## config.mk

```make
export PLATFORM = sky130hd
export DESIGN_NAME = alu_serial_adder
export DESIGN_NICKNAME = d
export VERILOG_FILES = /design/src/rtl/alu_pkg.sv /design/src/rtl/alu_chunk_add.sv /design/src/rtl/alu_serial_adder.sv
export SDC_FILE = /design/constraint.sdc
export NUM_CORES = 1
export LEC_CHECK = 0
export ABC_AREA = 1
export CAP_MARGIN = 20
export CORE_ASPECT_RATIO = 0.6
export CORE_MARGIN = 2
export CORE_UTILIZATION = 41
export CTS_CLUSTER_SIZE = 10
export DETAILED_ROUTE_END_ITERATION = 8
export PLACE_DENSITY = 0.68
export SYNTH_ARGS = -nofsm -noshare
export SYNTH_HDL_FRONTEND = slang
export SYNTH_SLANG_ARGS = --single-unit
```

## constraint.sdc

```tcl
create_clock -name clk -period 3.1 [get_ports clk]
set_input_delay 0.62 -clock clk [delete_from_list [all_inputs] [get_ports clk]]
set_output_delay 0.62 -clock clk [all_outputs]
set_load 0.01 [all_outputs]
```

## src/rtl/alu_pkg.sv

```systemverilog
// Shared types and defaults for the serial adder.
// Optional saturation support is selected with the ALU_ADDER_SAT_EN macro
// (see alu_serial_adder.sv).
package alu_pkg;

    // Controller states: wait for operands, add one chunk per cycle, present result.
    typedef enum logic [1:0] {
        IDLE = 2'd0,
        BUSY = 2'd1,
        DONE = 2'd2
    } adder_state_t;

    localparam int ALU_WIDTH = 32;
    localparam int ALU_CHUNK = 8;

    // Number of BUSY cycles needed to cover a full operand.
    function automatic int chunk_count(input int width, input int chunk);
        return width / chunk;
    endfunction

endpackage

```

## src/rtl/alu_chunk_add.sv

```systemverilog
// One CHUNK-bit slice of the serial adder: a + b + cin -> {cout, sum}.
// Purely combinational; the top feeds it a different slice every cycle.
module alu_chunk_add #(
    parameter int CHUNK = 8
) (
    input  logic [CHUNK-1:0] a_i,
    input  logic [CHUNK-1:0] b_i,
    input  logic             cin_i,
    output logic [CHUNK-1:0] sum_o,
    output logic             cout_o
);

    // Widen by one bit so the carry out of the slice falls into the MSB.
    assign {cout_o, sum_o} = {1'b0, a_i} + {1'b0, b_i} + {{CHUNK{1'b0}}, cin_i};

endmodule

```

## src/rtl/alu_serial_adder.sv

```systemverilog
// Multi-cycle adder/subtractor that processes CHUNK bits per cycle using a
// single shared alu_chunk_add slice.
//
// Build option: define ALU_ADDER_SAT_EN to add the 'sat' input. When sat is
// latched high and the operation overflows, the result clamps to the most
// positive / most negative value (chosen by the sign of a). Without the macro
// the result always wraps modulo 2^WIDTH.
//
// Handshakes: a transfer happens on a rising edge where valid and ready are
// both high. in_ready is high only in IDLE; a, b, sub (and sat) are sampled
// only on that edge. out_valid is high only in DONE, where sum and flags stay
// stable until out_ready is seen; the controller then returns to IDLE and
// never accepts a new operand on that same edge.
module alu_serial_adder
    import alu_pkg::*;
#(
    parameter int WIDTH = ALU_WIDTH,
    parameter int CHUNK = ALU_CHUNK
) (
    input  logic             clk,
    input  logic             rst_n,
    input  logic             in_valid,
    output logic             in_ready,
    input  logic [WIDTH-1:0] a,
    input  logic [WIDTH-1:0] b,
    input  logic             sub,
`ifdef ALU_ADDER_SAT_EN
    input  logic             sat,
`endif
    output logic             out_valid,
    input  logic             out_ready,
    output logic [WIDTH-1:0] sum,
    output logic             carry_out,
    output logic             overflow,
    output logic             zero,
    output logic             negative,
    output logic [1:0]       state_o
);

    localparam int N     = chunk_count(WIDTH, CHUNK);
    localparam int IDX_W = (N > 1) ? $clog2(N) : 1;

    // Operand width must split into whole chunks.
    if ((WIDTH % CHUNK) != 0) begin : g_bad_chunk
        $error("alu_serial_adder: WIDTH must be a multiple of CHUNK");
    end

    adder_state_t     state_q;
    logic [WIDTH-1:0] a_q;
    logic [WIDTH-1:0] b_q;          // b already inverted for subtraction
    logic [WIDTH-1:0] sum_q;
    logic [IDX_W-1:0] idx_q;
    logic             carry_q;
    logic             carry_out_q;
    logic             overflow_q;
    logic             zero_q;
    logic             negative_q;
`ifdef ALU_ADDER_SAT_EN
    logic             sat_q;
`endif

    logic [CHUNK-1:0] op_a;
    logic [CHUNK-1:0] op_b;
    logic [CHUNK-1:0] chunk_sum;
    logic             chunk_cout;
    logic             last_chunk;
    logic [WIDTH-1:0] raw_d;
    logic [WIDTH-1:0] sum_d;
    logic             overflow_d;
    logic             zero_d;
    logic             negative_d;

    assign op_a       = a_q[int'(idx_q)*CHUNK +: CHUNK];
    assign op_b       = b_q[int'(idx_q)*CHUNK +: CHUNK];
    assign last_chunk = (idx_q == IDX_W'(N - 1));

    alu_chunk_add #(
        .CHUNK (CHUNK)
    ) u_chunk (
        .a_i    (op_a),
        .b_i    (op_b),
        .cin_i  (carry_q),
        .sum_o  (chunk_sum),
        .cout_o (chunk_cout)
    );

    // Merge the current chunk into the partial sum and derive final-cycle flags.
    always_comb begin
        raw_d = sum_q;
        raw_d[int'(idx_q)*CHUNK +: CHUNK] = chunk_sum;
        // Signed overflow: operands agree in sign but the raw result does not.
        overflow_d = (a_q[WIDTH-1] == b_q[WIDTH-1]) && (raw_d[WIDTH-1] != a_q[WIDTH-1]);
        sum_d = raw_d;
`ifdef ALU_ADDER_SAT_EN
        if (last_chunk && sat_q && overflow_d) begin
            sum_d = a_q[WIDTH-1] ? {1'b1, {(WIDTH-1){1'b0}}} : {1'b0, {(WIDTH-1){1'b1}}};
        end
`endif
        zero_d     = (sum_d == '0);
        negative_d = sum_d[WIDTH-1];
    end

    // Controller: accept operands, step through chunks, hold result until taken.
    always_ff @(posedge clk or negedge rst_n) begin
        if (!rst_n) begin
            state_q     <= IDLE;
            a_q         <= '0;
            b_q         <= '0;
            sum_q       <= '0;
            idx_q       <= '0;
            carry_q     <= 1'b0;
            carry_out_q <= 1'b0;
            overflow_q  <= 1'b0;
            zero_q      <= 1'b0;
            negative_q  <= 1'b0;
`ifdef ALU_ADDER_SAT_EN
            sat_q       <= 1'b0;
`endif
        end else begin
            case (state_q)
                IDLE: begin
                    if (in_valid) begin
                        a_q     <= a;
                        b_q     <= b ^ {WIDTH{sub}};
                        carry_q <= sub;          // +1 completes two's complement
                        idx_q   <= '0;
`ifdef ALU_ADDER_SAT_EN
                        sat_q   <= sat;
`endif
                        state_q <= BUSY;
                    end
                end
                BUSY: begin
                    sum_q   <= sum_d;
                    carry_q <= chunk_cout;
                    if (last_chunk) begin
                        idx_q       <= '0;
                        carry_out_q <= chunk_cout;
                        overflow_q  <= overflow_d;
                        zero_q      <= zero_d;
                        negative_q  <= negative_d;
                        state_q     <= DONE;
                    end else begin
                        idx_q <= idx_q + IDX_W'(1);
                    end
                end
                DONE: begin
                    if (out_ready) begin
                        state_q <= IDLE;
                    end
                end
                default: state_q <= IDLE;
            endcase
        end
    end

    assign in_ready  = (state_q == IDLE);
    assign out_valid = (state_q == DONE);
    assign sum       = sum_q;
    assign carry_out = carry_out_q;
    assign overflow  = overflow_q;
    assign zero      = zero_q;
    assign negative  = negative_q;
    assign state_o   = state_q;

endmodule

```

# Word-level counts from Yosys, hierarchy flattened
# Index checks and enable logic that the tools add are counted.
# word_totals
register_bits	105
in_bits	69
out_inout_bits	40
wordCells	45
# classes
add_sub_neg	4
eq_ne	8
shift	4
n_mux	10
n_bitwise	1
reduce_logical	8
# op_table
operator	n
32-bit by 6-bit indexed part select with 8-bit output	2
5-bit negator with 33-bit output	1
8-bit by 33-bit variable shift with 32-bit output, first input constant	1
8-bit by 33-bit indexed part select with 32-bit output	1
32-bit bitwise mux	1
32-bit logical NOT	1
32-bit XOR	1
2-bit two-way mux	5
8-bit by 8-bit adder with 9-bit output	1
9-bit by 1-bit adder with 9-bit output	1
2-bit one-hot mux with 3 select lines	1
2-bit AND reduction	3
2-bit == test, second input constant	2
2-bit != test, second input constant	2
2-bit one-hot mux with 2 select lines	1
3-bit AND reduction	1
2-bit by 1-bit adder with 2-bit output, second input constant	1
2-bit by 1-bit == test with 1-bit output, second input constant	1
2-bit logical NOT	1
2-bit by 1-bit != test with 1-bit output, second input constant	1
1-bit one-hot mux with 2 select lines	1
2-bit nonzero test	1
1-bit == test	1
1-bit logical AND	1
2 further kinds	2

# Depth between registers and ports, before layout
# Gate-level depths: netlist (run 1).
# logic_depth
word_depth	7
depth_mapped	21
ltp_nobuf	19

# Hierarchy
# A second synthesis (run 1) with hierarchy kept.
# unflattened
cells_unflattened	774
area_unflattened_um2	5810.6
# by_module_without_submodules
mod	instances	cells_per_inst	area_per_inst_um2	seq_area_each_um2
alu_serial_adder	1	715	5426.5	2627.5
alu_chunk_add	1	59	384.1	0.0

# Least setup slack after synthesis (run 1)
# OpenSTA, ideal clock, no wires.
# synth_timing
path_type	register to register
from	register idx_q[0]
to	register zero_q, in the netlist zero
setup_ns	0.065
arrival_ns	2.902
t_required_ns	3.035
path_slack_ns	0.133
path_stages_with_launch	21
path_buffers	3
period_less_slack_ns	2.967
path_cell_list	dfrtp_1 > buf_6 > buf_2 > buf_2 > nor2_1 > o22ai_1 > fa_1 > fa_1 > inv_1 > nand2_2 > nand2_1 > inv_1 > a21boi_1 > nand2_1 > nor2_1 > nand3_1 > nor2_1 > nand2_1 > nor2_1 > nand3_1 > nand2_1
# synth_between
elab_chain_cells	6
word_cells_on_any_way	11
classes_between	add/sub (3); eq/ne (1); shift (4); mux (1); reduce/logical (2)
# synth_rtl
item	line_no	rtl
start, declared	alu_serial_adder.sv:52	logic [IDX_W-1:0] idx_q;
start signal, assigned	alu_serial_adder.sv:144	idx_q <= idx_q + IDX_W'(1);
32-bit by 6-bit indexed part select with 8-bit output, on equally long branches	alu_serial_adder.sv:73, alu_serial_adder.sv:74	
8-bit by 8-bit adder with 9-bit output	alu_chunk_add.sv:14	assign {cout_o, sum_o} = {1'b0, a_i} + {1'b0, b_i} + {{CHUNK{1'b0}}, cin_i};
9-bit by 1-bit adder with 9-bit output	alu_chunk_add.sv:14	
8-bit by 33-bit indexed part select with 32-bit output	alu_serial_adder.sv:90	raw_d[int'(idx_q)*CHUNK +: CHUNK] = chunk_sum;
32-bit bitwise mux	alu_serial_adder.sv:90	
32-bit logical NOT	alu_serial_adder.sv:99	zero_d = (sum_d == '0);
end signal, assigned	alu_serial_adder.sv:140	zero_q <= zero_d;
end, declared	alu_serial_adder.sv:56	logic zero_q;
# Parallel ways exist; a longest one is shown, timed or not.
# A chain may end at the register's enable or synchronous reset.

# Worst setup path in the final report (run 1)
# Ends and elaborated chain as after synthesis.

==> reports/results.ini, run 1 <==
[detailed_routing]
final_antenna_net_count = 0
firstDrtPassIters = 5
wl_um = 17180
drc_errors = 0
vias = 5333
routedWlPerCell_um = 16.33
via_per_inst = 5.069
first_iter_violations = 569

[timing]
min_period_ns = 2.963
slew_headroom = 0.4183
tns_ns = 0
setup_violations = 0
rsz0062_at_grt = no
hold_viol_final = 0
slew_violations = 0
skew_ns = 0.01073
layout_setup_ws_ns = 0.1373
fmax_mhz = 337.5
worstMarginPinSlew_ns = 0.8726
finalCritPeriodShare = 0.9557

[floorplanning]
start_util = 0.4213
core_um2 = 13710
die_x_um = 157.2
ios = 109
die_h_um = 95.94
row_count = 33
dieArea_um2 = 15080

[place]
dp_slack_ns = -0.02705
dp_cells = 1031
io_buffers = 108
dp.final_hpwl_um = 13000
gp_congestion = 0.9283

[yosys]
seq_area_frac_synth = 0.4549
yosys_register_bits = 105
synth_ff_type = dfrtp_1
synth_commonest_cells = nand2_1 (237), dfrtp_1 (105), o21ai_0 (97)
synth_top_area_cell = dfrtp_1
ys_async_sr_fraction = 1.000
ys_types = 33
synthCells = 749
synth_fp_nets = 833
yosysMostFrequentCell = nand2_1
netlist.area_leader.share = 0.4549
yosys_warnings = 0
syn_area_um2 = 5776
syn-mean-instance-area_um2 = 7.711
synth_edf_count = 0
synth_area_leaders = dfrtp_1 (45%), nand2_1 (15%), o21ai_0 (8.4%)

[global_routing]
grt_pass1_wl_um = 27060
grt_antenna_before_repair = 0
overflow = 0
grt_max_degree = 98
grt_pass1_vias = 4834
gr-usage-all-layers = 0.2391

[pwr]
powerDensity_nw_per_um2 = 1197
p_leak_nw = 3.463
irDropWorstVdd_uv = 777.4

[clock_network]
cts_tree = built
h-tree-depth = 3
clkSinkCount = 105
clk_latency_ns = 0.35
root_buffer = clkbuf_16
path_clk_slew_ns = 0.07
clockBufferDepth = 2
holdBufCountCts = 0
cts_buffers = 9

[layout]
syn_to_final_growth_pct = 30.22
diodes = 0
fin_util = 0.5486
final_nets = 939
final_cells = 1052
drive_gt1_frac = 0.1012
fillCellCount = 1325

[setup_path]
crit_type = flop to flop
reg2regPathDepth = 16
critPathMaxFanout = 11
crit_path_start_kind = flop
critPathCaptureType = flop
required_ns = 3.39
cp_data_arrival_time_ns = 3.25

[min_path]
hp-class = primary input to async pin

[flow_run]
drv_cap = 0

[outcome]
status = completed

==> state kept, by name, indices dropped and copies added, names as in the netlist <==
register	count
a_q	32
b_q	32
sum	32
idx_q	2
state_o	2
carry_out	1
carry_q	1
negative	1
overflow	1
zero	1
==> cell type report <==
type	instances	area (µm²)	share of cell area
clock buffers	9	225.2	0.02995
clock inverters	7	86.33	0.01148
inverters	58	224.0	0.02978
multi-input cells	551	2819	0.3748
flip-flops and latches	105	2629	0.3495
well taps	192	240.2	0.03194
repair buffers	130	1297	0.1725
==> stage by stage <==
stage          hold WS [ns]  cell area, µm²  power [mW]
6_report             0.2946            7521       8.999
3_5_place_dp         0.4687            7097       7.502
3_3_place_gp         0.4691            7097       7.460
2_1_floorplan        0.3244            5776       5.775
5_1_grt              0.3354            7521       9.777
4_1_cts              0.3092            7413       8.743
==> timing repair <==
item	4_1_cts	5_1_grt
endpoints found under the setup margin	1	1
resized for setup	2	14
setup buffers	0	4
gates cloned	0	1
pin swaps	1	4
==> report_power, final <==
group	total [mW]	leakage, nW	internal (mW)	switching [mW]
logic	5.36	1.97	2.00	3.36
registers	2.43	1.33	1.95	0.481
clock network	1.20	0.155	0.646	0.558
==> cell families (layout without fill, tap and decap cells) <==
family | Yosys count | count (layout) | synth area share
and+or+nand+nor | 367 | 367 | 0.2675
AOI/OAI and AO/OA | 137 | 137 | 0.1298
DFF | 105 | 105 | 0.4549
buffers and inverters | 93 | 204 | 0.06412
xor gates and xnor gates | 32 | 32 | 0.04853
adders and majority gates | 15 | 15 | 0.03510
==> critical path: stages (launching register included) <==
cell and delay [ns]:
dfrtp_2 0.44, buf_12 0.15, o21ai_2 0.15, o22ai_2 0.10
fa_2 0.42, fa_2 0.43, nand2_2 0.11, nand2_1 0.10
nand3_1 0.09, nand2_2 0.11, nand4_1 0.16, o21ai_2 0.09
nor2_2 0.20, nand3_2 0.09, nor2_1 0.12, nand3_1 0.07
nand2_1 0.07
==> final timing paths <==
path / startpoint / end / slack [ns]
worst min register to register: b_q[28] / b_q[28] / 0.49
worst max-delay path: idx_q[0] / zero / 0.14
max in group asynchronous: rst_n / sum[12] / 2.06
worst min-delay path: rst_n / a_q[12] / 0.29
min in group clk: b_q[28] / b_q[28] / 0.49
worst max register to register: idx_q[0] / zero / 0.14
==> layer usage <==
layer / global-route usage / up-vias / part of all wire
met1: 0.4151 / 2461 / 0.55
li1: - / 2625 / -
met3: 0.06619 / 9 / 0.10
met5: 0 / - / 0
met2: 0.2798 / 238 / 0.34
met4: 0.03333 / 0 / 0.0054
==> cell usage in the layout, fill, tap and decap left out, types with 2 or more instances in the layout <==
master,count
ha_1,13
nand2_2,12
inv_2,5
clkdlybuf4s50_1,106
a31oi_1,6
clkbuf_16,10
nand4_1,13
inv_8,3
o21ai_2,2
nand3_1,16
nor2_1,72
dfrtp_1,104
o21ai_0,93
xnor2_1,32
a21boi_1,2
buf_12,3
nor2_2,7
nand4_2,2
o22ai_1,16
buf_4,18
nor2_4,2
a21oi_1,4
clkinv_4,2
inv_1,50
nand3_2,6
nand2_1,236
o21ai_1,6
o22ai_2,3
fa_2,2
Note: power is estimated with default switching activity, not from simulation.
==> run 2: changes to the inputs <==
Settings changed: CORE_UTILIZATION 41 to 40, PLACE_DENSITY 0.68 to 0.66.
==> run 2 against run 1 <==
Effect of this change: core utilization decreased by 0.59 points; die area rose by 2.4%; first-iteration DRC count grew 7.9%; critical endpoint unchanged; flip-flop and latch count unchanged; worst setup slack improved by 0.027 ns; clock power rose by 7%; worst hold slack improved by 0.012 ns; sequential share of layout area about the same; final cell count fell by 0.29%; total power grew 1.4%.
==> reports/results.ini, run 2 (synthesis results as in run 1) <==
[pwr]
irDropWorstVdd_uv = 668.1  ; -14%
power_mw = 9.123  ; +1.4%
powerDensity_nw_per_um2 = 1212  ; +1.3%
p_leak_nw = 3.463  ; about the same

[setup_path]
crit_path_cell_trace = buf_12 > nor2_1 > o22ai_2 > fa_2 > fa_2 > inv_1 > nor2_1 > nand2_1 > o21ai_1 > nor2_1 > nand2_1 > nor2_1 > nand2_1 > nor2_2 > nand3_1 > nor2_1 > nand3_1 > nand2_1
required_ns = 3.39  ; about the same
cp_data_arrival_time_ns = 3.23  ; -0.02 ns
cp_slowest_cell = fa_2
max_stage_delay_ns = 0.49  ; +0.05 ns
critPathCaptureType = flop
crit_path_start_kind = flop
critPathMaxFanout = 26  ; +15
crit_type = flop to flop
cpMostUsedCell = nor2_1

[clock_network]
postCtsSetupRepairBufs = 0  ; unchanged
path_clk_slew_ns = 0.08  ; about the same
clk_latency_ns = 0.35  ; about the same
clockBufferDepth = 2  ; unchanged
holdBufCountCts = 0  ; unchanged
clkSinkCount = 105  ; unchanged
cts_tree = built
root_buffer = clkbuf_16
cts_buffers = 9  ; unchanged
h-tree-depth = 3  ; unchanged

[timing]
fmax_mhz = 340.6  ; +0.92%
min_period_ns = 2.936  ; -0.02698 ns
slew_headroom = 0.4024  ; -0.01591
worstMarginPinSlew_ns = 0.8964  ; +0.02386 ns
slew_violations = 0  ; unchanged
hold_viol_final = 0  ; unchanged
setup_violations = 0  ; unchanged
timing.hold.ws_ns = 0.3071  ; +0.01243 ns
skew_ns = 0.007757  ; -0.002974 ns
finalCritPeriodShare = 0.9470  ; -0.008704
tns_ns = 0  ; unchanged

[layout]
fillCellCount = 1349  ; +1.8%
drive_gt1_frac = 0.09685  ; -0.004313
fin_util = 0.5427  ; -0.005900
final_cells = 1049  ; -0.29%
final_common_cell = nand2_1
diodes = 0  ; unchanged
layout_common_cells = nand2_1 (236), clkdlybuf4s50_1 (106), dfrtp_1 (104)
multi_input_area_um2 = 2823  ; +0.13%
ff_latch_area_um2 = 2629  ; unchanged
final_nets = 936  ; -0.32%
syn_to_final_growth_pct = 30.37

[global_routing]
grt_max_degree = 98  ; unchanged
overflow = 0  ; unchanged
grt_pass1_vias = 4900  ; +1.4%
grt_pass1_wl_um = 28300  ; +4.6%
gr-usage-all-layers = 0.2345  ; -0.004582
grt_antenna_before_repair = 0  ; unchanged

[floorplanning]
die_x_um = 159.1  ; +1.2%
row_count = 33  ; unchanged
dieArea_um2 = 15450  ; +2.4%
core_um2 = 13870  ; +1.2%
start_util = 0.4163  ; -0.005016
die_h_um = 97.08  ; +1.2%
ios = 109  ; unchanged

[outcome]
status = completed

[place]
gp_congestion = 0.9770  ; +5.2%
io_buffers = 108  ; unchanged
dp.final_hpwl_um = 13220  ; +1.7%
dp_cells = 1032  ; +0.097%

[detailed_routing]
vias = 5346  ; +0.24%
firstDrtPassIters = 5  ; unchanged
wl_um = 17810  ; +3.7%
routedWlPerCell_um = 16.98  ; +4.0%
first_iter_violations = 614  ; +7.9%
via_per_inst = 5.096  ; +0.53%
final_antenna_net_count = 0  ; unchanged
drc_errors = 0  ; unchanged

[flow_run]
drv_cap = 0  ; unchanged

[min_path]
hp-class = primary input to async pin

-- run 2: path summary, 6_finish.rpt --
check	depth (start not counted)	slack (ns)	end	from
worst max-delay path	18	0.16	zero	idx_q[0]
worst min register to register	2	0.49	b_q[22]	b_q[22]
worst max register to register	18	0.16	zero	idx_q[0]
max in group asynchronous	2	2.04	idx_q[0]	rst_n
worst min-delay path	1	0.31	b_q[20]	rst_n
min in group clk	2	0.49	b_q[22]	b_q[22]
-- run 2: repair_timing --
item / 4_1_cts / 5_1_grt
resized for setup: 2 / 14
endpoints found under the setup margin: 1 / 1
pin swaps: 1 / 5
gates cloned: 0 / 1
-- run 2: where the power goes --
part	total (mW)	leakage, nW	switching (mW)	internal (mW)
sequential	2.43	1.33	0.484	1.95
combinational	5.40	1.97	3.41	2.00
clock	1.28	0.163	0.560	0.725
total	9.12	3.46	4.45	4.67
-- run 2: through the flow --
step	area (µm²)	worst slack [ns]
global route	7530	-0.01517
detailed placement	7129	-0.02403
global placement	7129	-0.02096
CTS	7463	0.02312
finish	7530	0.1643
floorplan	5776	0.1335
-- run 2: area by class of cell --
class,instances,area share
tap,192,0.03190
sequential,105,0.3491
clock buffer,9,0.02991
clock inverter,7,0.01412
multi-input combinational,551,0.3749
timing repair buffer,127,0.1705
inverter,58,0.02958
-- run 2: critical path, delay by kind of cell, from the launching register on --
family | cells | cell delay [ns]
buffers and inverters | 2 | 0.24
AOI/OAI and AO/OA | 2 | 0.20
DFF | 1 | 0.45
adders and majority gates | 2 | 0.93
and+or+nand+nor | 12 | 1.06
-- run 2: layer usage --
metal / vias up / track usage / part of all wire
met4: 0 / 0.03217 / 0.0030
met3: 4 / 0.06530 / 0.092
met1: 2491 / 0.4246 / 0.57
met5: - / 0 / 0
met2: 232 / 0.2559 / 0.34
li1: 2619 / - / -
